### config.mk
export PLATFORM = sky130hd
export DESIGN_NAME = trace_buffer_reader_flat
export DESIGN_NICKNAME = d
export VERILOG_FILES = /design/src/rtl/osc_trace_pkg.sv /design/src/rtl/trace_buffer_reader_if.sv /design/src/rtl/trace_buffer_reader_skid_fifo.sv /design/src/rtl/trace_buffer_reader.sv /design/src/flat_wrapper.sv
export SDC_FILE = /design/constraint.sdc
export NUM_CORES = 1
export LEC_CHECK = 0
export ABC_AREA = 1
export ABC_CLOCK_PERIOD_IN_PS = 3300
export CAP_MARGIN = 15
export CORE_MARGIN = 2
export CORE_UTILIZATION = 50
export DETAILED_ROUTE_END_ITERATION = 12
export GPL_TIMING_DRIVEN = 0
export PLACE_DENSITY = 0.75
export SYNTH_ARGS = -nofsm -noshare
export SYNTH_HDL_FRONTEND = slang
export SYNTH_SLANG_ARGS = --single-unit
### constraint.sdc
create_clock -name clk -period 3.3 [get_ports clk]
set_clock_uncertainty 0.1 [all_clocks]
set_input_delay 0.66 -clock clk [delete_from_list [all_inputs] [get_ports clk]]
set_output_delay 0.66 -clock clk [all_outputs]
set_load 0.02 [all_outputs]
### src/rtl/osc_trace_pkg.sv
// Constants and types shared by the trigger capture buffer and its reader.
// Both sides of the buffer must agree on these values.
package osc_trace_pkg;
  localparam int DEPTH    = 256;
  localparam int ADDR_W   = 8;
  localparam int SAMPLE_W = 12;
  localparam int Y_W      = 9;
  localparam int SHIFT    = 3;
  localparam int Y_MAX    = 511;

  typedef enum logic [1:0] {IDLE, READ, DRAIN} reader_state_t;

  typedef struct packed {
    logic [ADDR_W-1:0] x;
    logic [Y_W-1:0]    y;
    logic              first;
    logic              last;
  } trace_pt_t;

  typedef logic [Y_W:0] y_wide_t;

  // Larger samples are drawn higher up the screen; anything past the top clamps to row 0.
  function automatic logic [Y_W-1:0] sample_to_y(input logic [SAMPLE_W-1:0] sample);
    logic [SAMPLE_W-1:0] shifted;
    y_wide_t             diff;
    shifted = sample >> SHIFT;
    diff    = y_wide_t'(Y_MAX) - y_wide_t'(shifted);
    return diff[Y_W] ? '0 : diff[Y_W-1:0];
  endfunction
endpackage

### src/rtl/trace_buffer_reader_if.sv
// Reader-side bundle: trigger handshake, capture buffer read port and display stream.
interface trace_buffer_reader_if;
  import osc_trace_pkg::*;

  logic                capture_done;
  logic                buf_busy;
  logic                rd_en;
  logic [ADDR_W-1:0]   rd_addr;
  logic [SAMPLE_W-1:0] rd_data;
  logic                out_valid;
  logic                out_ready;
  logic [ADDR_W-1:0]   out_x;
  logic [Y_W-1:0]      out_y;
  logic                out_first;
  logic                out_last;

  modport master (
    input  capture_done, rd_data, out_ready,
    output buf_busy, rd_en, rd_addr, out_valid, out_x, out_y, out_first, out_last
  );

  modport slave (
    output capture_done, rd_data, out_ready,
    input  buf_busy, rd_en, rd_addr, out_valid, out_x, out_y, out_first, out_last
  );
endinterface

### src/rtl/trace_buffer_reader_skid_fifo.sv
// Two-entry FIFO of trace points that absorbs the one-cycle buffer read latency
// so the display stream can run at one sample per clock under backpressure.
module trace_skid_fifo
  import osc_trace_pkg::*;
(
  input  logic       clk,
  input  logic       rst,
  input  logic       push,
  input  trace_pt_t  push_pt,
  input  logic       pop,
  output trace_pt_t  head,
  output logic [1:0] count,
  output logic       empty
);
  trace_pt_t mem [2];
  logic      wr_ptr;
  logic      rd_ptr;
  logic      do_push;
  logic      do_pop;

  assign empty   = (count == 2'd0);
  assign do_pop  = pop && !empty;
  assign do_push = push && ((count != 2'd2) || do_pop);
  assign head    = mem[rd_ptr];

  always_ff @(posedge clk or posedge rst) begin
    if (rst) begin
      mem[0] <= '0;
      mem[1] <= '0;
      wr_ptr <= 1'b0;
      rd_ptr <= 1'b0;
      count  <= 2'd0;
    end else begin
      if (do_push) begin
        mem[wr_ptr] <= push_pt;
        wr_ptr      <= ~wr_ptr;
      end
      if (do_pop) begin
        rd_ptr <= ~rd_ptr;
      end
      case ({do_push, do_pop})
        2'b10:   count <= count + 2'd1;
        2'b01:   count <= count - 2'd1;
        default: count <= count;
      endcase
    end
  end
endmodule

### src/rtl/trace_buffer_reader.sv
// Reads a completed capture out of the trace buffer in address order and streams
// screen coordinates to the display, holding off the writer until the frame is sent.
module trace_buffer_reader
  import osc_trace_pkg::*;
(
  input  logic                  clk,
  input  logic                  rst,
  trace_buffer_reader_if.master bus
);
  localparam logic [ADDR_W-1:0] LAST_ADDR = ADDR_W'(DEPTH - 1);

  reader_state_t     state;
  logic [ADDR_W-1:0] rd_addr_q;
  logic              buf_busy_q;
  logic              inflight;
  logic [ADDR_W-1:0] inflight_x;
  logic [1:0]        fifo_count;
  logic              fifo_empty;
  logic              pop;
  logic [2:0]        slots_used;
  trace_pt_t         push_pt;
  trace_pt_t         head_pt;

  assign pop = !fifo_empty && bus.out_ready;

  // A pop in this cycle frees its slot for the read being issued now.
  assign slots_used = {1'b0, fifo_count} + {2'b00, inflight} - {2'b00, pop};
  assign bus.rd_en  = (state == READ) && (slots_used < 3'd2);

  assign bus.rd_addr   = rd_addr_q;
  assign bus.buf_busy  = buf_busy_q;
  assign bus.out_valid = !fifo_empty;
  assign bus.out_x     = head_pt.x;
  assign bus.out_y     = head_pt.y;
  assign bus.out_first = head_pt.first;
  assign bus.out_last  = head_pt.last;

  always_comb begin
    push_pt       = '0;
    push_pt.x     = inflight_x;
    push_pt.y     = sample_to_y(bus.rd_data);
    push_pt.first = (inflight_x == '0);
    push_pt.last  = (inflight_x == LAST_ADDR);
  end

  trace_skid_fifo u_fifo (
    .clk     (clk),
    .rst     (rst),
    .push    (inflight),
    .push_pt (push_pt),
    .pop     (pop),
    .head    (head_pt),
    .count   (fifo_count),
    .empty   (fifo_empty)
  );

  // Triggers arriving outside IDLE are dropped, not queued.
  always_ff @(posedge clk or posedge rst) begin
    if (rst) begin
      state      <= IDLE;
      rd_addr_q  <= '0;
      buf_busy_q <= 1'b0;
      inflight   <= 1'b0;
      inflight_x <= '0;
    end else begin
      inflight <= bus.rd_en;
      if (bus.rd_en) begin
        inflight_x <= rd_addr_q;
      end
      case (state)
        IDLE: begin
          if (bus.capture_done) begin
            state      <= READ;
            rd_addr_q  <= '0;
            buf_busy_q <= 1'b1;
          end
        end
        READ: begin
          if (bus.rd_en) begin
            rd_addr_q <= rd_addr_q + 1'b1;
            if (rd_addr_q == LAST_ADDR) begin
              state <= DRAIN;
            end
          end
        end
        DRAIN: begin
          if (!inflight && (fifo_count == {1'b0, pop})) begin
            state      <= IDLE;
            buf_busy_q <= 1'b0;
          end
        end
        default: begin
          state      <= IDLE;
          buf_busy_q <= 1'b0;
        end
      endcase
    end
  end
endmodule
### src/flat_wrapper.sv
// flat-port wrapper written by rule: the top's interface ports become plain ports
module trace_buffer_reader_flat import osc_trace_pkg::*;
  (clk, rst, bus_capture_done, bus_rd_data, bus_out_ready, bus_buf_busy, bus_rd_en, bus_rd_addr, bus_out_valid, bus_out_x, bus_out_y, bus_out_first, bus_out_last);
  trace_buffer_reader_if bus_i ();
  input  logic clk;
  input  logic rst;
  input wire logic [$bits(bus_i.capture_done)-1:0] bus_capture_done;
  input wire logic [$bits(bus_i.rd_data)-1:0] bus_rd_data;
  input wire logic [$bits(bus_i.out_ready)-1:0] bus_out_ready;
  output wire logic [$bits(bus_i.buf_busy)-1:0] bus_buf_busy;
  output wire logic [$bits(bus_i.rd_en)-1:0] bus_rd_en;
  output wire logic [$bits(bus_i.rd_addr)-1:0] bus_rd_addr;
  output wire logic [$bits(bus_i.out_valid)-1:0] bus_out_valid;
  output wire logic [$bits(bus_i.out_x)-1:0] bus_out_x;
  output wire logic [$bits(bus_i.out_y)-1:0] bus_out_y;
  output wire logic [$bits(bus_i.out_first)-1:0] bus_out_first;
  output wire logic [$bits(bus_i.out_last)-1:0] bus_out_last;
  assign bus_i.capture_done = bus_capture_done;
  assign bus_i.rd_data = bus_rd_data;
  assign bus_i.out_ready = bus_out_ready;
  assign bus_buf_busy = bus_i.buf_busy;
  assign bus_rd_en = bus_i.rd_en;
  assign bus_rd_addr = bus_i.rd_addr;
  assign bus_out_valid = bus_i.out_valid;
  assign bus_out_x = bus_i.out_x;
  assign bus_out_y = bus_i.out_y;
  assign bus_out_first = bus_i.out_first;
  assign bus_out_last = bus_i.out_last;
  trace_buffer_reader u_core (.clk(clk), .rst(rst), .bus(bus_i));
endmodule
**After elaboration in Yosys (flattened, before gate mapping)**

Cells that the tools add are included.

- $add $sub $neg: 6
- Order comparisons: 4
- Equal/unequal tests: 12
- Multiplexer cells: 19
- Bitwise logic cells: 5
- Reductions and logical operators: 17

Operators by type and width:

| operator | count |
|---|---|
| $mux W19 | 4 |
| $bwmux W38 | 1 |
| $demux W19 S1 | 1 |
| $eq A8 B8 Y1 const B | 2 |
| $mux W8 | 2 |
| $pmux W8 S2 | 1 |
| $sub A9 B9 Y10 const A | 1 |
| $mux W9 | 1 |
| $add A8 B1 Y8 const B | 1 |
| $logic_not A8 Y1 | 1 |
| $mux W2 | 4 |
| $logic_and A1 B1 Y1 | 6 |
| $ne A2 B2 Y1 const B | 3 |
| $pmux W2 S3 | 1 |
| $reduce_and A3 Y1 | 2 |
| $eq A2 B1 Y1 const B | 2 |
| $eq A2 B2 Y1 const B | 2 |
| $ge A2 B2 Y1 const B | 2 |
| $logic_not A2 Y1 | 2 |
| $ne A2 B1 Y1 const B | 2 |
| $not A1 Y2 | 2 |
| $pmux W2 S2 | 1 |
| $reduce_and A4 Y1 | 1 |
| $reduce_bool A2 Y1 | 2 |
| other kinds (12) | 16 |

- Flip-flop bits (word level): 62
- Input port bits: 16
- Output and inout port bits: 30
- Word-level logic and storage cells: 79

**Longest topological paths before layout**

Gate-level depths: netlist (run 1).

- Depth in word-level cells: 8
- Depth in mapped cells: 16
- Mapped depth without buffers: 15

**Modules after synthesis**

Synthesis (run 1) repeated with hierarchy kept, for this count alone.

- Cells, all modules: 407
- Area, all modules: 3,205.6 um2

By module, submodules not included:

| module | times used | cells each | area an instance (um2) |
|---|---|---|---|
| trace_skid_fifo | 1 | 258 | 2,054.5 |
| trace_buffer_reader | 1 | 149 | 1,151.1 |

**Least setup slack after synthesis (run 1)**

Ideal clock, no wire load.

- Path type: register to output
- From: reg u_core.u_fifo.count[1]
- To: out bus_rd_en
- Arrival time: 2.401 ns
- Setup slack: 0.139 ns
- Stages on the path, launching flop included: 11
- Buffers on the path: 1
- Cell sequence: dfrtp_1 > inv_1 > nand2_1 > nand2_1 > inv_1 > ha_1 > or2_2 > fa_1 > nand3_2 > nor2_2 > buf_2

- Longest elaborated chain between the ends: 6
- Elaborated cells between the ends (all ways): 7
- Those cells by class: 2 x add/sub; 1 x order compare; 4 x reduce/logical

Ends and longest elaborated chain:

| item | line | source |
|---|---|---|
| start, declared | trace_buffer_reader_skid_fifo.sv:12 | `output logic [1:0] count,` |
| start signal, assigned | trace_buffer_reader_skid_fifo.sv:42 | `2'b10: count <= count + 2'd1;` |
| start signal, assigned | trace_buffer_reader_skid_fifo.sv:43 | `2'b01: count <= count - 2'd1;` |
| start signal, assigned | trace_buffer_reader_skid_fifo.sv:44 | `default: count <= count;` |
| $logic_not A2 Y1 | trace_buffer_reader_skid_fifo.sv:21 | `assign empty = (count == 2'd0);` |
| $logic_not A1 Y1 | - |  |
| named net bus_out_valid | flat_wrapper.sv:13 | `output wire logic [$bits(bus_i.out_valid)-1:0] bus_out_valid;` |
| $logic_and A1 B1 Y1 | trace_buffer_reader.sv:24 | `assign pop = !fifo_empty && bus.out_ready;` |
| $sub A3 B1 Y3 | trace_buffer_reader.sv:27 | `assign slots_used = {1'b0, fifo_count} + {2'b00, inflight} - {2'b00, pop};` |
| $lt A3 B2 Y1 | trace_buffer_reader.sv:28 | `assign bus.rd_en = (state == READ) && (slots_used < 3'd2);` |
| $logic_and A1 B1 Y1 | trace_buffer_reader.sv:28 |  |
| end, declared | flat_wrapper.sv:11 | `output wire logic [$bits(bus_i.rd_en)-1:0] bus_rd_en;` |

The timed path passes the listed nets, and every way through them passes these cells.

**Worst setup path after layout (run 1)**

- From: in bus_out_ready
- To: out bus_rd_en

- Longest elaborated chain between the ends: 4

Ends and longest elaborated chain:

| item | line | source |
|---|---|---|
| start, declared | flat_wrapper.sv:9 | `input wire logic [$bits(bus_i.out_ready)-1:0] bus_out_ready;` |
| $logic_and A1 B1 Y1 | trace_buffer_reader.sv:24 |  |
| $sub A3 B1 Y3 | trace_buffer_reader.sv:27 |  |
| $lt A3 B2 Y1 | trace_buffer_reader.sv:28 |  |
| $logic_and A1 B1 Y1 | trace_buffer_reader.sv:28 |  |

No other way between the ends.

==> summary.md, run 1 <==
| Metric | Value |
|---|---|
| Status | completed |
| Period utilisation layout | 0.974 |
| Post-synth top flop | dfrtp_1 |
| PortBufs | 42 |
| Dpl hpwl | 4120 um |
| CTS Buf Count | 9 |
| Drt first pass iters | 4 |
| HP Start | u_core.u_fifo.mem[32] |
| Logic pwr share | 0.528 |
| Sequential share of the synthesized area | 0.526 |
| Count of final setup violators | 0 |
| Worst R2R Start | u_core.u_fifo.count[1] |
| CP startpoint | bus_out_ready |
| Yosys warns | 0 |
| Die area | 6530 um^2 |
| Global Route Usage Sum | 0.221 |
| Placed Cells | 442 |
| Max-cap viol count | 0 |
| Core area | 5610 um^2 |
| Slew at the pin closest to its max-slew limit | 0.602 ns |
| Psw | 1650 uW |
| Routability congestion estimate | 0.746 |
| FP Rows | 27 |
| Area after DPL | 3480 um^2 |
| Post-route ant nets | 0 |
| Vias in the first global route | 2396 |
| CTS H-tree depth | 3 |
| Min cycle time layout | 3.21 ns |
| Number of enable flip-flop cells after synthesis | 0 |
| Filler Cells Inserted | 461 |
| Boundary Pins | 46 |
| Starting DRT DRC Count | 117 |
| Async SR Flop Fraction | 1.00 |
| Clock Tree Buf Depth | 2 |
| Die Y | 80.8 um |
| Syn avg cell area | 9.03 um^2 |
| Vias per cell | 5.07 |
| Slowest CP cell | fa_1 |
| CTS root buf | clkbuf_8 |
| Post-synth net total | 347 |
| Switching Share | 0.387 |
| Cell-internal power | 2610 uW |
| Critical path startpoint category | input port |
| Drt wl/cell | 13.6 um |
| Max incr delay on CP | 0.53 ns |
| Die width | 80.8 um |
| Residual DRC | 0 |
| First-pass GRT wire length | 10900 um |
| Leak Pwr | 0.00181 uW |
| Gate Count Post-Synth | 327 |
| CP endpoint kind | output pin |
| CP required | 2.54 ns |
| Routed WL | 6440 um |
| Data arrival, critical path | 2.45 ns |
| Largest area contributor in the netlist | dfrtp_1 |
| Largest net degree at the start of global routing | 36 |
| Max-slew violations | 0 |
| Gr ovfl total | 0 |
| Fin. Hold Viols | 0 |
| Clk Latency, worst-skew pair | 0.33 ns |
| FF+latch count, synth | 62 |
| Area contributors post-synth | dfrtp_1, nand2_1, o21ai_0 |
| CP Class | input port to output pin |
| FMAX | 0.311 GHz |
| Final cell count without fillers | 473 |
| Max-slew headroom | 0.598 |
| Crit-path max FO | 3 |
| CP dominant cell by count | buf_6 |
| Crit-path cells | clkdlybuf4s15_1, nand2_2, inv_1, ha_4, or2_4, fa_1, nand3_2, nor2_4, buf_6, buf_6 |
| Fraction of layout cells with a size suffix above 1 | 0.207 |
| Clk pin slew, worst setup/hold paths | 0.07 ns |
| Pwr Density | 1100 nW/um^2 |
| Via Count | 2398 |
| Pre-CTS setup slack | -0.978 ns |
| Area grow syn2layout | 30.9% |
| Sequential power share | 0.287 |
| Setup ws final | 0.0869 ns |
| Fin nets | 416 |
| Post-route cell area | 3860 um^2 |
| ANT cells | 0 |
| Initial core utilization | 0.526 |
| HP Class | register to register |
| CTS sink cnt | 62 |
| Clock power frac | 0.186 |
| Post-synth top area share | 0.526 |
| Max IR drop VDD | 0.000721 V |
| Distinct cells, synth | 30 |
| Initial antenna violation count | 0 |
| CTS tree | yes |
| Cell Area, Synth | 2950 um^2 |
[cells in the mapped netlist (2+ instances only)]
cell / n
nor2_1: 15
nor3_1: 4
buf_2: 2
nand3_1: 7
or2_2: 2
nand2_1: 93
a21oi_1: 4
xor2_1: 3
mux2_2: 9
inv_1: 34
xnor2_1: 2
clkbuf_1: 3
o21ai_1: 4
o21ai_2: 16
dfrtp_1: 62
nand2_2: 3
ha_1: 3
o21ai_0: 39
nand4_1: 6
buf_6: 6
[sequential cells by signal (all words and copies together), names as in the netlist]
| name | cells |
|---|---|
| u_core.inflight | 1 |
| u_core.state | 2 |
| u_core.u_fifo.wr_ptr | 1 |
| u_core.bus.buf_busy | 1 |
| u_core.u_fifo.count | 2 |
| u_core.bus.rd_addr | 8 |
| u_core.inflight_x | 8 |
| u_core.u_fifo.rd_ptr | 1 |
| u_core.u_fifo.mem | 38 |
[power by group through the flow]
stage | Sequential (uW) | Clock, uW | Combinational [uW]
2_1_floorplan | 1220 | 0 | 1260
3_3_place_gp | 1220 | 0 | 1840
3_5_place_dp | 1230 | 0 | 1880
4_1_cts | 1220 | 799 | 2180
5_1_grt | 1250 | 835 | 2490
6_report | 1220 | 790 | 2250
[area by class of cell]
type	instances	area, um^2	share of cell area
buffer	12	103	0.0266
clock buffer	12	135	0.0350
clock inverter	4	95.1	0.0246
inverter	36	138	0.0356
multi-input combinational	217	1190	0.309
sequential	62	1550	0.402
tap	72	90.1	0.0233
timing repair buffer	58	554	0.144
[metrics by stage]
stage	total power [uW]	hold WS, ns	setup TNS (ns)	util
3_3_place_gp	3060	0.359	-3.81	0.617
3_5_place_dp	3110	0.362	-0.978	0.621
4_1_cts	4190	0.381	0	0.682
6_report	4250	0.382	0	0.689
5_1_grt	4570	0.400	-0.00917	0.689
2_1_floorplan	2480	0.348	0	-
[timing repair]
| item | in CTS | in global routing |
|---|---|---|
| gates resized for setup | 16 | 3 |
| endpoints found under the setup margin | 1 | 1 |
| setup buffers | 13 | 2 |
| pin swaps | 4 | 3 |
| hold buffers | 0 | 0 |
| gates cloned | 0 | 0 |
[logic make-up (layout without fill, tap and decap cells)]
family | count (synthesis) | after routing | synth area share
AO/OA/AOI/OAI | 66 | 66 | 0.138
AND/OR/NAND/NOR | 133 | 133 | 0.189
buffers and inverters | 48 | 122 | 0.0793
XOR/XNOR | 5 | 5 | 0.0148
flip-flops | 62 | 62 | 0.526
multiplexers | 9 | 9 | 0.0343
adder cells (fa/ha/maj) | 4 | 4 | 0.0195
[final timing paths]
| check | slack [ns] | cells past startpoint | end |
|---|---|---|---|
| setup / recovery | 0.09 | 10 | bus_rd_en |
| hold / removal | 0.38 | 2 | u_core.u_fifo.mem[32] |
| setup reg to reg | 0.15 | 21 | u_core.bus.rd_addr[7] |
| hold reg to reg | 0.38 | 2 | u_core.u_fifo.mem[32] |
| max in group asynchronous | 1.91 | 3 | u_core.u_fifo.mem[4] |
| min in group asynchronous | 0.61 | 2 | u_core.u_fifo.count[0] |
[per-layer routing]
metal	track usage	routed length [um]	vias up
met5	0	0	-
met4	0.112	167	0
met3	0.0433	270	16
met2	0.372	3170	56
met1	0.273	2830	1137
li1	-	-	1189
[cells in the final DEF (no fill, tap or decap), types with 6 or more instances in the layout]
| master | n |
|---|---|
| buf_4 | 16 |
| buf_6 | 8 |
| clkbuf_1 | 6 |
| clkbuf_8 | 9 |
| clkdlybuf4s50_1 | 40 |
| dfrtp_1 | 61 |
| inv_1 | 31 |
| mux2_2 | 9 |
| nand2_1 | 91 |
| nand3_1 | 7 |
| nand4_1 | 6 |
| nor2_1 | 15 |
| o21ai_0 | 39 |
| o21ai_2 | 16 |
[critical path: cells and delay by family]
| kind | cells | cell delay, ns |
|---|---|---|
| buf+inv | 4 | 0.52 |
| fa+ha+maj | 2 | 0.73 |
| simple gates | 4 | 0.55 |
Power figures use the tool's default switching activity.
==> run 2, diff against run 1 <==
ABC_AREA = not set   (was 1)
==> run 2 against run 1 <==
  * Fmax down 1.6%
  * Critical path depth down 2
  * Area after synthesis down 1.2%
  * Sequential share of layout area up 1.3 points
  * Synthesized cell count down 27%
  * Core utilization down 1.8 points
  * Sequential power up 3%
  * Setup slack worse by 0.052 ns
  * Cell count down 20%
  * Die area down 1.1%
  * Combinational power down 6%
  * Critical path type is now register to output pin
==> summary.md, run 2 <==
| Metric | Value |
|---|---|
| Die area | 6460 um^2 |
| Global Route Usage Sum | 0.212 |
| Async SR Flop Fraction | 1.00 |
| Crit-path max FO | 2 |
| CP endpoint kind | output pin |
| First-pass GRT wire length | 10200 um |
| CTS root buf | clkbuf_8 |
| Gr ovfl total | 0 |
| FP Rows | 27 |
| Number of enable flip-flop cells after synthesis | 0 |
| Pwr Density | 1080 nW/um^2 |
| RSZ-0062 raised after global routing | true |
| Max-slew violations | 0 |
| CP Buf/Inv Count | 1 |
| Via Count | 2024 |
| Crit-path cells | or2_4, and2_4, ha_4, nand2b_4, fa_2, nand3b_1, nor2_4, buf_6 |
| Cell Area, Synth | 2920 um^2 |
| Max reg flops | 38 |
| Min cycle time layout | 3.26 ns |
| Register Area | 1550 um^2 |
| Most common cell after layout, fill and taps aside | dfrtp_1 |
| Drt first pass iters | 4 |
| Filler Cells Inserted | 429 |
| Sequential share of the synthesized area | 0.532 |
| Data arrival, critical path | 2.50 ns |
| Clk Latency, worst-skew pair | 0.34 ns |
| Slew at the pin closest to its max-slew limit | 0.643 ns |
| Initial core utilization | 0.523 |
| CP required | 2.54 ns |
| Core area | 5570 um^2 |
| Largest area contributor in the netlist | dfrtp_1 |
| FF+latch count, synth | 62 |
| Most frequent cells in the layout | dfrtp_1, clkdlybuf4s50_1, mux2_2, mux2i_1, inv_1 |
| Period utilisation layout | 0.989 |
| Area contributors post-synth | dfrtp_1, mux2_2, mux2i_1 |
| Area grow syn2layout | 28.2% |
| Syn avg cell area | 12.2 um^2 |
| Vias per cell | 5.34 |
| Most frequent cell after synthesis | dfrtp_1 |
| PortBufs | 42 |
| Post-synth top area share | 0.532 |
| FMAX | 0.306 GHz |
| Slowest CP cell | fa_2 |
| Clk pin slew, worst setup/hold paths | 0.07 ns |
| CTS H-tree depth | 3 |
| Vias in the first global route | 2060 |
| CTS tree | yes |
| Critical path startpoint category | register |
| Area of the multi-input gates | 1260 um^2 |
| CP Class | register to output pin |
| Register bank with the most flops | u_core.u_fifo.mem |
| Fraction of layout cells with a size suffix above 1 | 0.248 |
| Drt wl/cell | 15.6 um |
| Post-synth top flop | dfrtp_1 |
| Distinct cells, synth | 38 |
| Dpl hpwl | 3780 um |
| Max IR drop VDD | 0.000852 V |
| TNS Setup | 0 ns |
| Die width | 80.4 um |
| Status | completed |
| CTS Buf Count | 9 |
| Boundary Pins | 46 |
| Gate Count Post-Synth | 240 |
| Commonest cells in the netlist | dfrtp_1, mux2_2, mux2i_1, inv_1, nand2_1 |
| Post-route ant nets | 0 |
| Routed WL | 5910 um |
| Count of final setup violators | 0 |
| HP Class | register to register |
| Initial antenna violation count | 0 |
| Max-slew headroom | 0.571 |
| Final hold slack | 0.405 ns |
| Max incr delay on CP | 0.53 ns |
| ANT cells | 0 |
| CTS sink cnt | 62 |
| Yosys warns | 0 |
| Clock Tree Buf Depth | 2 |
| Routability congestion estimate | 0.724 |
| Post-CTS Hold Buffers | 0 |
| Fin nets | 323 |
| Residual DRC | 0 |
| Starting DRT DRC Count | 63 |
| Post-synth net total | 260 |
| Max-cap viol count | 0 |
| Crit path max-delay family | simple AND/OR/NAND/NOR gates |
| Leak Pwr | 0.00175 uW |
| Largest net degree at the start of global routing | 44 |
| Fin. Hold Viols | 0 |
| Die Y | 80.4 um |
run 2: cell count changes in the layout (fill, tap and decap cells not counted), sizes merged, moves of 11 or more:
cell,previous run,this run
mux2,9,35
nor2,17,5
inv,36,24
o21ai,60,11
nand2,96,20
buf,26,15
mux2i,0,27
run 2: path summary, 6_finish.rpt:
kind,startpoint,end,slack [ns],cells past startpoint
max,u_core.u_fifo.count[1],bus_rd_en,0.04,8
min,u_core.u_fifo.mem[34],u_core.u_fifo.mem[34],0.40,1
max reg2reg,u_core.u_fifo.count[1],u_core.bus.rd_addr[5],0.33,10
min reg2reg,u_core.u_fifo.mem[34],u_core.u_fifo.mem[34],0.40,1
max in group asynchronous,rst,u_core.inflight_x[3],1.99,3
min in group asynchronous,rst,u_core.u_fifo.mem[27],0.54,2
run 2: metal layers:
metal  track usage  wire length, um
met5             0                0
met2         0.315             2750
met3        0.0652              229
met4        0.0864              117
met1         0.291             2810
run 2: where the power goes:
group,internal (uW),switching (uW),leakage (uW)
registers,1050,209,0.000773
logic,1060,1050,0.000883
clock network,363,293,0.0000952
total,2470,1550,0.00175
run 2: kinds of logic after synthesis:
kind of cell,share of synthesized area
adder cells (fa/ha/maj),0.0197
XOR/XNOR,0.0236
buffers and inverters,0.0502
flip-flops,0.532
AND/OR/NAND/NOR,0.112
AO/OA/AOI/OAI,0.0343
multiplexers,0.228
run 2: final cells by class:
cell class                 count  share of cell area
buffer                         7              0.0120
clock buffer                  11              0.0378
sequential                    62               0.415
tap                           72              0.0241
multi-input combinational    146               0.336
clock inverter                 4              0.0127
inverter                      24              0.0241
timing repair buffer          53               0.138
run 2: worst register-to-register path: cells and delay by family (launching register included):
family	cells	cell delay [ns]
adders and majority gates	2	0.73
buffers and inverters	2	0.33
DFF	1	0.39
muxes	1	0.23
and+or+nand+nor	5	1.09
run 2: through the flow:
step	instances	total power [uW]	instance area [um^2]	setup slack (ns)	utilization
2_1_floorplan	240	2480	2920	0.0478	-
3_3_place_gp	354	3070	3430	-1.02	0.615
3_5_place_dp	355	3120	3450	-1.01	0.618
4_1_cts	378	4010	3740	-0.0860	0.670
5_1_grt	379	4280	3740	-0.0354	0.671
6_report	379	4030	3740	0.0351	0.671
run 2: repair_timing:
item	in CTS	in global routing
hold endpoints to repair	0	0
pin swaps	4	3
setup buffers	8	2
endpoints found under the setup margin	1	1
resized for setup	14	0
==> run 3, diff against run 2 <==
TNS_END_PERCENT = 100   (was not set)
==> results of run 3 <==
Same layout as run 2: the final DEF is identical, and so are final timing and power.
